$ cat config.mk
export PLATFORM = sky130hd
export DESIGN_NAME = wb_bus_interface_gen_flat
export DESIGN_NICKNAME = d
export VERILOG_FILES = /design/src/rtl/wb_bus_interface_gen_if.sv /design/src/rtl/wb_bus_interface_gen.sv /design/src/flat_wrapper.sv
export SDC_FILE = /design/constraint.sdc
export NUM_CORES = 1
export LEC_CHECK = 0
export ABC_AREA = 1
export CAP_MARGIN = 40
export CORE_MARGIN = 5
export CORE_UTILIZATION = 40
export DETAILED_ROUTE_END_ITERATION = 7
export GPL_ROUTABILITY_DRIVEN = 1
export PLACE_DENSITY = 0.79
export SLEW_MARGIN = 20
export SYNTH_ARGS = -nofsm -noshare
export SYNTH_HDL_FRONTEND = slang
export SYNTH_SLANG_ARGS = --single-unit
$ cat constraint.sdc
create_clock -name clk -period 4.83 [get_ports clk]
set_input_delay 0.966 -clock clk [delete_from_list [all_inputs] [get_ports clk]]
set_output_delay 0.966 -clock clk [all_outputs]
set_load 0.02 [all_outputs]
$ cat src/rtl/wb_bus_interface_gen_if.sv
// Wishbone slave-side bus bundle between the system bus and the USB core front end.
interface wb_bus_interface_gen_if #(
  parameter int DATA_W = 8,
  parameter int ADDR_W = 8
);
  logic              cyc_i;
  logic              stb_i;
  logic              we_i;
  logic [ADDR_W-1:0] adr_i;
  logic [DATA_W-1:0] dat_i;
  logic [DATA_W-1:0] dat_o;
  logic              ack_o;
  logic              err_o;

  modport master (
    output cyc_i, stb_i, we_i, adr_i, dat_i,
    input  dat_o, ack_o, err_o
  );

  modport slave (
    input  cyc_i, stb_i, we_i, adr_i, dat_i,
    output dat_o, ack_o, err_o
  );
endinterface

$ cat src/rtl/wb_bus_interface_gen.sv
// Wishbone slave front end: region decode, wait-stated FIFO reads, one strobe per transfer.
// Latency: ack/err one cycle after accept (READ_WAIT more on FIFO-head reads); no backpressure beyond ack.
module wb_bus_interface_gen #(
  parameter int                     DATA_W       = 8,
  parameter int                     ADDR_W       = 8,
  parameter int                     REGION_SHIFT = 4,
  parameter int                     NUM_REGIONS  = 15,
  parameter logic [NUM_REGIONS-1:0] WAIT_MASK    = 15'h3FFC,
  parameter int                     READ_WAIT    = 1
) (
  input  logic                          clk,
  input  logic                          rst,
  wb_bus_interface_gen_if.slave         wb,
  input  logic [NUM_REGIONS*DATA_W-1:0] rdata_i,
  output logic [NUM_REGIONS-1:0]        sel_o,
  output logic [REGION_SHIFT-1:0]       adr_o,
  output logic [DATA_W-1:0]             wr_dat_o,
  output logic                          rd_strb_o,
  output logic                          wr_strb_o
);
  localparam int RW = ADDR_W - REGION_SHIFT;

  typedef enum logic [1:0] {IDLE, WAIT, ACK, ERR} state_t;

  state_t            state;
  logic [2:0]        cnt;
  logic [RW-1:0]     reg_q;
  logic [RW-1:0]     in_region;
  logic [RW-1:0]     rd_region;
  logic              in_mapped;
  logic              wait_hit;
  logic [NUM_REGIONS-1:0] onehot;
  logic [DATA_W-1:0] rd_slice;

  assign in_region = wb.adr_i[ADDR_W-1:REGION_SHIFT];
  // A waited read samples the region latched at accept, not the live address.
  assign rd_region = (state == IDLE) ? in_region : reg_q;

  always_comb begin
    in_mapped = 1'b0;
    wait_hit  = 1'b0;
    onehot    = '0;
    rd_slice  = '0;
    for (int i = 0; i < NUM_REGIONS; i++) begin
      if (in_region == RW'(i)) begin
        in_mapped = 1'b1;
        onehot[i] = 1'b1;
        wait_hit  = WAIT_MASK[i];
      end
      if (rd_region == RW'(i))
        rd_slice = rdata_i[i*DATA_W +: DATA_W];
    end
  end

  always_ff @(posedge clk or negedge rst) begin
    if (!rst) begin
      state     <= IDLE;
      cnt       <= '0;
      reg_q     <= '0;
      sel_o     <= '0;
      adr_o     <= '0;
      wr_dat_o  <= '0;
      rd_strb_o <= 1'b0;
      wr_strb_o <= 1'b0;
      wb.dat_o  <= '0;
      wb.ack_o  <= 1'b0;
      wb.err_o  <= 1'b0;
    end else begin
      wb.ack_o  <= 1'b0;
      wb.err_o  <= 1'b0;
      rd_strb_o <= 1'b0;
      wr_strb_o <= 1'b0;
      case (state)
        IDLE: if (wb.cyc_i && wb.stb_i) begin
          reg_q    <= in_region;
          adr_o    <= wb.adr_i[REGION_SHIFT-1:0];
          wr_dat_o <= wb.dat_i;
          if (!in_mapped) begin
            state    <= ERR;
            wb.err_o <= 1'b1;
          end else begin
            sel_o <= onehot;
            if (!wb.we_i && wait_hit && wb.adr_i[REGION_SHIFT-1:0] == '0) begin
              state <= WAIT;
              cnt   <= 3'(READ_WAIT - 1);
            end else begin
              state    <= ACK;
              wb.ack_o <= 1'b1;
              if (wb.we_i) begin
                wr_strb_o <= 1'b1;
              end else begin
                rd_strb_o <= 1'b1;
                wb.dat_o  <= rd_slice;
              end
            end
          end
        end
        WAIT: begin
          if (!wb.cyc_i) begin
            state <= IDLE;
            sel_o <= '0;
          end else if (cnt == 3'd0) begin
            state     <= ACK;
            wb.ack_o  <= 1'b1;
            rd_strb_o <= 1'b1;
            wb.dat_o  <= rd_slice;
          end else begin
            cnt <= cnt - 3'd1;
          end
        end
        ACK: begin
          state <= IDLE;
          sel_o <= '0;
        end
        ERR:     state <= IDLE;
        default: state <= IDLE;
      endcase
    end
  end
endmodule

$ cat src/flat_wrapper.sv
// flat-port wrapper written by rule: the top's interface ports become plain ports
module wb_bus_interface_gen_flat 
#(
  parameter int                     DATA_W       = 8,
  parameter int                     ADDR_W       = 8,
  parameter int                     REGION_SHIFT = 4,
  parameter int                     NUM_REGIONS  = 15,
  parameter logic [NUM_REGIONS-1:0] WAIT_MASK    = 15'h3FFC,
  parameter int                     READ_WAIT    = 1
)
  (clk, rst, rdata_i, sel_o, adr_o, wr_dat_o, rd_strb_o, wr_strb_o, wb_cyc_i, wb_stb_i, wb_we_i, wb_adr_i, wb_dat_i, wb_dat_o, wb_ack_o, wb_err_o);
  wb_bus_interface_gen_if #(.DATA_W(DATA_W), .ADDR_W(ADDR_W)) wb_i ();
  input  logic clk;
  input  logic rst;
  input  logic [NUM_REGIONS*DATA_W-1:0] rdata_i;
  output logic [NUM_REGIONS-1:0] sel_o;
  output logic [REGION_SHIFT-1:0] adr_o;
  output logic [DATA_W-1:0] wr_dat_o;
  output logic rd_strb_o;
  output logic wr_strb_o;
  input wire logic [$bits(wb_i.cyc_i)-1:0] wb_cyc_i;
  input wire logic [$bits(wb_i.stb_i)-1:0] wb_stb_i;
  input wire logic [$bits(wb_i.we_i)-1:0] wb_we_i;
  input wire logic [$bits(wb_i.adr_i)-1:0] wb_adr_i;
  input wire logic [$bits(wb_i.dat_i)-1:0] wb_dat_i;
  output wire logic [$bits(wb_i.dat_o)-1:0] wb_dat_o;
  output wire logic [$bits(wb_i.ack_o)-1:0] wb_ack_o;
  output wire logic [$bits(wb_i.err_o)-1:0] wb_err_o;
  assign wb_i.cyc_i = wb_cyc_i;
  assign wb_i.stb_i = wb_stb_i;
  assign wb_i.we_i = wb_we_i;
  assign wb_i.adr_i = wb_adr_i;
  assign wb_i.dat_i = wb_dat_i;
  assign wb_dat_o = wb_i.dat_o;
  assign wb_ack_o = wb_i.ack_o;
  assign wb_err_o = wb_i.err_o;
  wb_bus_interface_gen #(.DATA_W(DATA_W), .ADDR_W(ADDR_W), .REGION_SHIFT(REGION_SHIFT), .NUM_REGIONS(NUM_REGIONS), .WAIT_MASK(WAIT_MASK), .READ_WAIT(READ_WAIT)) u_core (.clk(clk), .rst(rst), .wb(wb_i), .rdata_i(rdata_i), .sel_o(sel_o), .adr_o(adr_o), .wr_dat_o(wr_dat_o), .rd_strb_o(rd_strb_o), .wr_strb_o(wr_strb_o));
endmodule
==> results.json <==
{
  "status": "complete, no violations",
  "antennaDiodeCount": 0,
  "grt_use_total": 0.235,
  "grt_max_degree": 31,
  "crit_path_top_delay_cell": "clkdlybuf4s50_1",
  "num_io_pins": 180,
  "cp-end-kind": "flip-flop",
  "crit_chain": "clkdlybuf4s50_1 > inv_2 > nand2_1 > nand2_2 > nand2_2 > inv_2 > nand3_1 > nand3_1 > nor2_1 > nand4_1 > nand2_1 > nand4_1 > nor2_1 > nand3_1 > nand2_1 > nand2_1",
  "synth_area_per_cell_um2": 6.57,
  "synth_mux_area_frac": 0,
  "crit_family": "simple AND/OR/NAND/NOR gates",
  "root_buffer": "clkbuf_8",
  "yosys_warnings": 0,
  "core_um2": 8220,
  "insertion_delay_ns": 0.31,
  "clock-sinks": 48,
  "required_ns": 5.02,
  "overflow": 0,
  "gp_congestion": 0.942,
  "cts_setup_buffers": 0,
  "slew_viol_final": 0,
  "critPathBufInv": 3,
  "power.density_nw_per_um2": 473,
  "ys_seq_area_frac": 0.357,
  "cts_buffers": 5,
  "irDropWorstVdd_v": 0.000433,
  "reg2reg_slack_ns": 2.06,
  "yosysTopAreaCell": "dfrtp_1",
  "synth-simple-area-share": 0.438,
  "crit_fanout": 11,
  "finalSetupTns_ns": 0,
  "setup_viol": 0,
  "crit_type": "input pin to flip-flop",
  "netlist_instances": 512,
  "cpPeakStageDelay_ns": 0.59,
  "drcViolationCount": 0,
  "rr_worst_depth": 16,
  "p_total_w": 0.00253,
  "port_buffers": 179,
  "grt_pass1_vias": 3954,
  "synth_compound_area_frac": 0.0763,
  "hp-class": "flip-flop to flip-flop",
  "path_common_cell": "nand2_1",
  "postRouteWirelength_um": 12400,
  "dpl.hpwl_um": 10200,
  "initial_core_util": 0.409,
  "syn_area_um2": 3360,
  "fillCellCount": 730,
  "tightest_slew_ns": 0.588,
  "cp.depth": 16,
  "fp.dieH_um": 102,
  "clk_pin_slew_ns": 0.09,
  "post_cts_resize_count": 0,
  "maxSlewHeadroom": 0.608,
  "cts_max_path_buffers": 2,
  "die_w_um": 102,
  "routed_via_density": 4.98,
  "synth_xor_area_frac": 0,
  "num_rows": 33,
  "synth_fa_ha_area_frac": 0.0186,
  "max_freq_mhz": 354,
  "syn_nets": 658,
  "rsz0062_at_grt": "no",
  "final_nets": 834,
  "ys_ff_latch": 48,
  "synth_top_area_frac": 0.357,
  "hold_viol": 0,
  "r2r-start": "u_core.state[0]",
  "wl_per_cell_um": 15.6,
  "drtAntennaViolNets": 0,
  "synth.distinct_cells": 29,
  "crit_start": "wb_adr_i[5]",
  "synthTopCellsByArea": "dfrtp_1 (36%), nand2_1 (17%), inv_1 (7.3%)",
  "final_cell_mix": "clkdlybuf4s50_1 (178), nand2_1 (153), inv_1 (65)",
  "area_growth_pct": 58.9,
  "firstDrtPassIters": 5,
  "crit_path_end": "u_core.wb.dat_o[2]",
  "rr_endpoint": "u_core.wb.dat_o[2]",
  "start_kind": "input pin",
  "post-route-min-period_ns": 2.83,
  "skew_ns": 0.0156,
  "min_period_over_period": 0.585,
  "dieArea_um2": 10300,
  "cts_tree": "done",
  "leakagePower_nw": 2.44,
  "antenna_found_initial": 0,
  "drive_gt1_frac": 0.0668,
  "final_common_cell": "clkdlybuf4s50_1",
  "crit_arrival_ns": 3.01,
  "grt_pass1_wl_um": 19400,
  "num_vias": 3958,
  "ctsHoldBuffers": 0,
  "maxCapViolations": 0,
  "cts_max_level": 2,
  "dr.first_iter.drc_count": 149,
  "synth_top_family_by_area": "simple AND/OR/NAND/NOR gates"
}
[cell usage after synthesis, drive strengths merged]
cell type / instances
a2111oi: 1
a21oi: 13
a22oi: 1
buf: 8
clkbuf: 5
clkinv: 1
dfrtp: 48
ha: 5
inv: 73
nand2: 165
nand3: 46
nand4: 27
nor2: 73
nor3: 12
o21ai: 29
o22ai: 2
o31ai: 1
or2: 2
[power breakdown]
group	total (W)	internal, W	switching [W]
clock	0.000291	0.000154	0.000137
combinational	0.00164	0.000625	0.00101
sequential	0.000598	0.000531	0.0000676
total	0.00253	0.00131	0.00122
[area by class of cell]
type | instances | area (um^2) | area share
repair buffers | 182 | 1830 | 0.342
multi-input cells | 377 | 1800 | 0.336
flip-flops and latches | 48 | 1200 | 0.225
inverters | 74 | 278 | 0.0520
well taps | 105 | 131 | 0.0246
clock buffers | 6 | 72.6 | 0.0136
clock inverters | 2 | 35.0 | 0.00656
[worst min-delay path by stage]
stage                         start  slack, ns              end  cells past startpoint
detailed placement  u_core.adr_o[1]       0.46  u_core.adr_o[1]                      2
floorplan           u_core.reg_q[0]       0.44  u_core.reg_q[0]                      2
finish              u_core.adr_o[1]       0.48  u_core.adr_o[1]                      2
CTS                 u_core.adr_o[1]       0.48  u_core.adr_o[1]                      2
global route        u_core.reg_q[0]       0.50  u_core.reg_q[0]                      2
global placement    u_core.reg_q[0]       0.45  u_core.reg_q[0]                      2
[per-layer routing]
layer  routed length [um]  global-route usage  part of all wire  vias to the layer above
met2                 5780               0.400              0.47                      171
met3                 1100              0.0530             0.089                       33
met1                 5050               0.288              0.41                     1776
li1                     -                   -                 -                     1978
met4                  436              0.0900             0.035                        0
met5                    0                   0                 0                        -
[tightest hold or removal path, delay by kind of cell (launching register included)]
family	cells	cell delay (ns)
flops	1	0.35
simple gates	2	0.10
[metrics by stage]
step | utilization | cells | setup slack [ns] | hold slack [ns] | area (um^2)
3_5_place_dp | 0.637 | 786 | 1.72 | 0.457 | 5240
4_1_cts | 0.650 | 794 | 2.03 | 0.479 | 5340
2_1_floorplan | - | 512 | 2.64 | 0.442 | 3360
3_3_place_gp | 0.634 | 785 | 1.76 | 0.455 | 5210
6_report | 0.650 | 794 | 2.00 | 0.475 | 5340
5_1_grt | 0.650 | 794 | 1.80 | 0.504 | 5340
[registers in the layout, indices dropped and copies added, names as in the netlist, 2 cells and up]
name / cells
u_core.adr_o: 4
u_core.state: 2
u_core.reg_q: 4
u_core.wb.dat_o: 8
u_core.cnt: 3
u_core.sel_o: 15
u_core.wr_dat_o: 8
[kinds of logic after synthesis]
family / after synthesis
simple gates: 325
buf+inv: 87
fa+ha+maj: 5
compound gates: 47
flops: 48
Note: power is estimated with default switching activity, not from simulation.
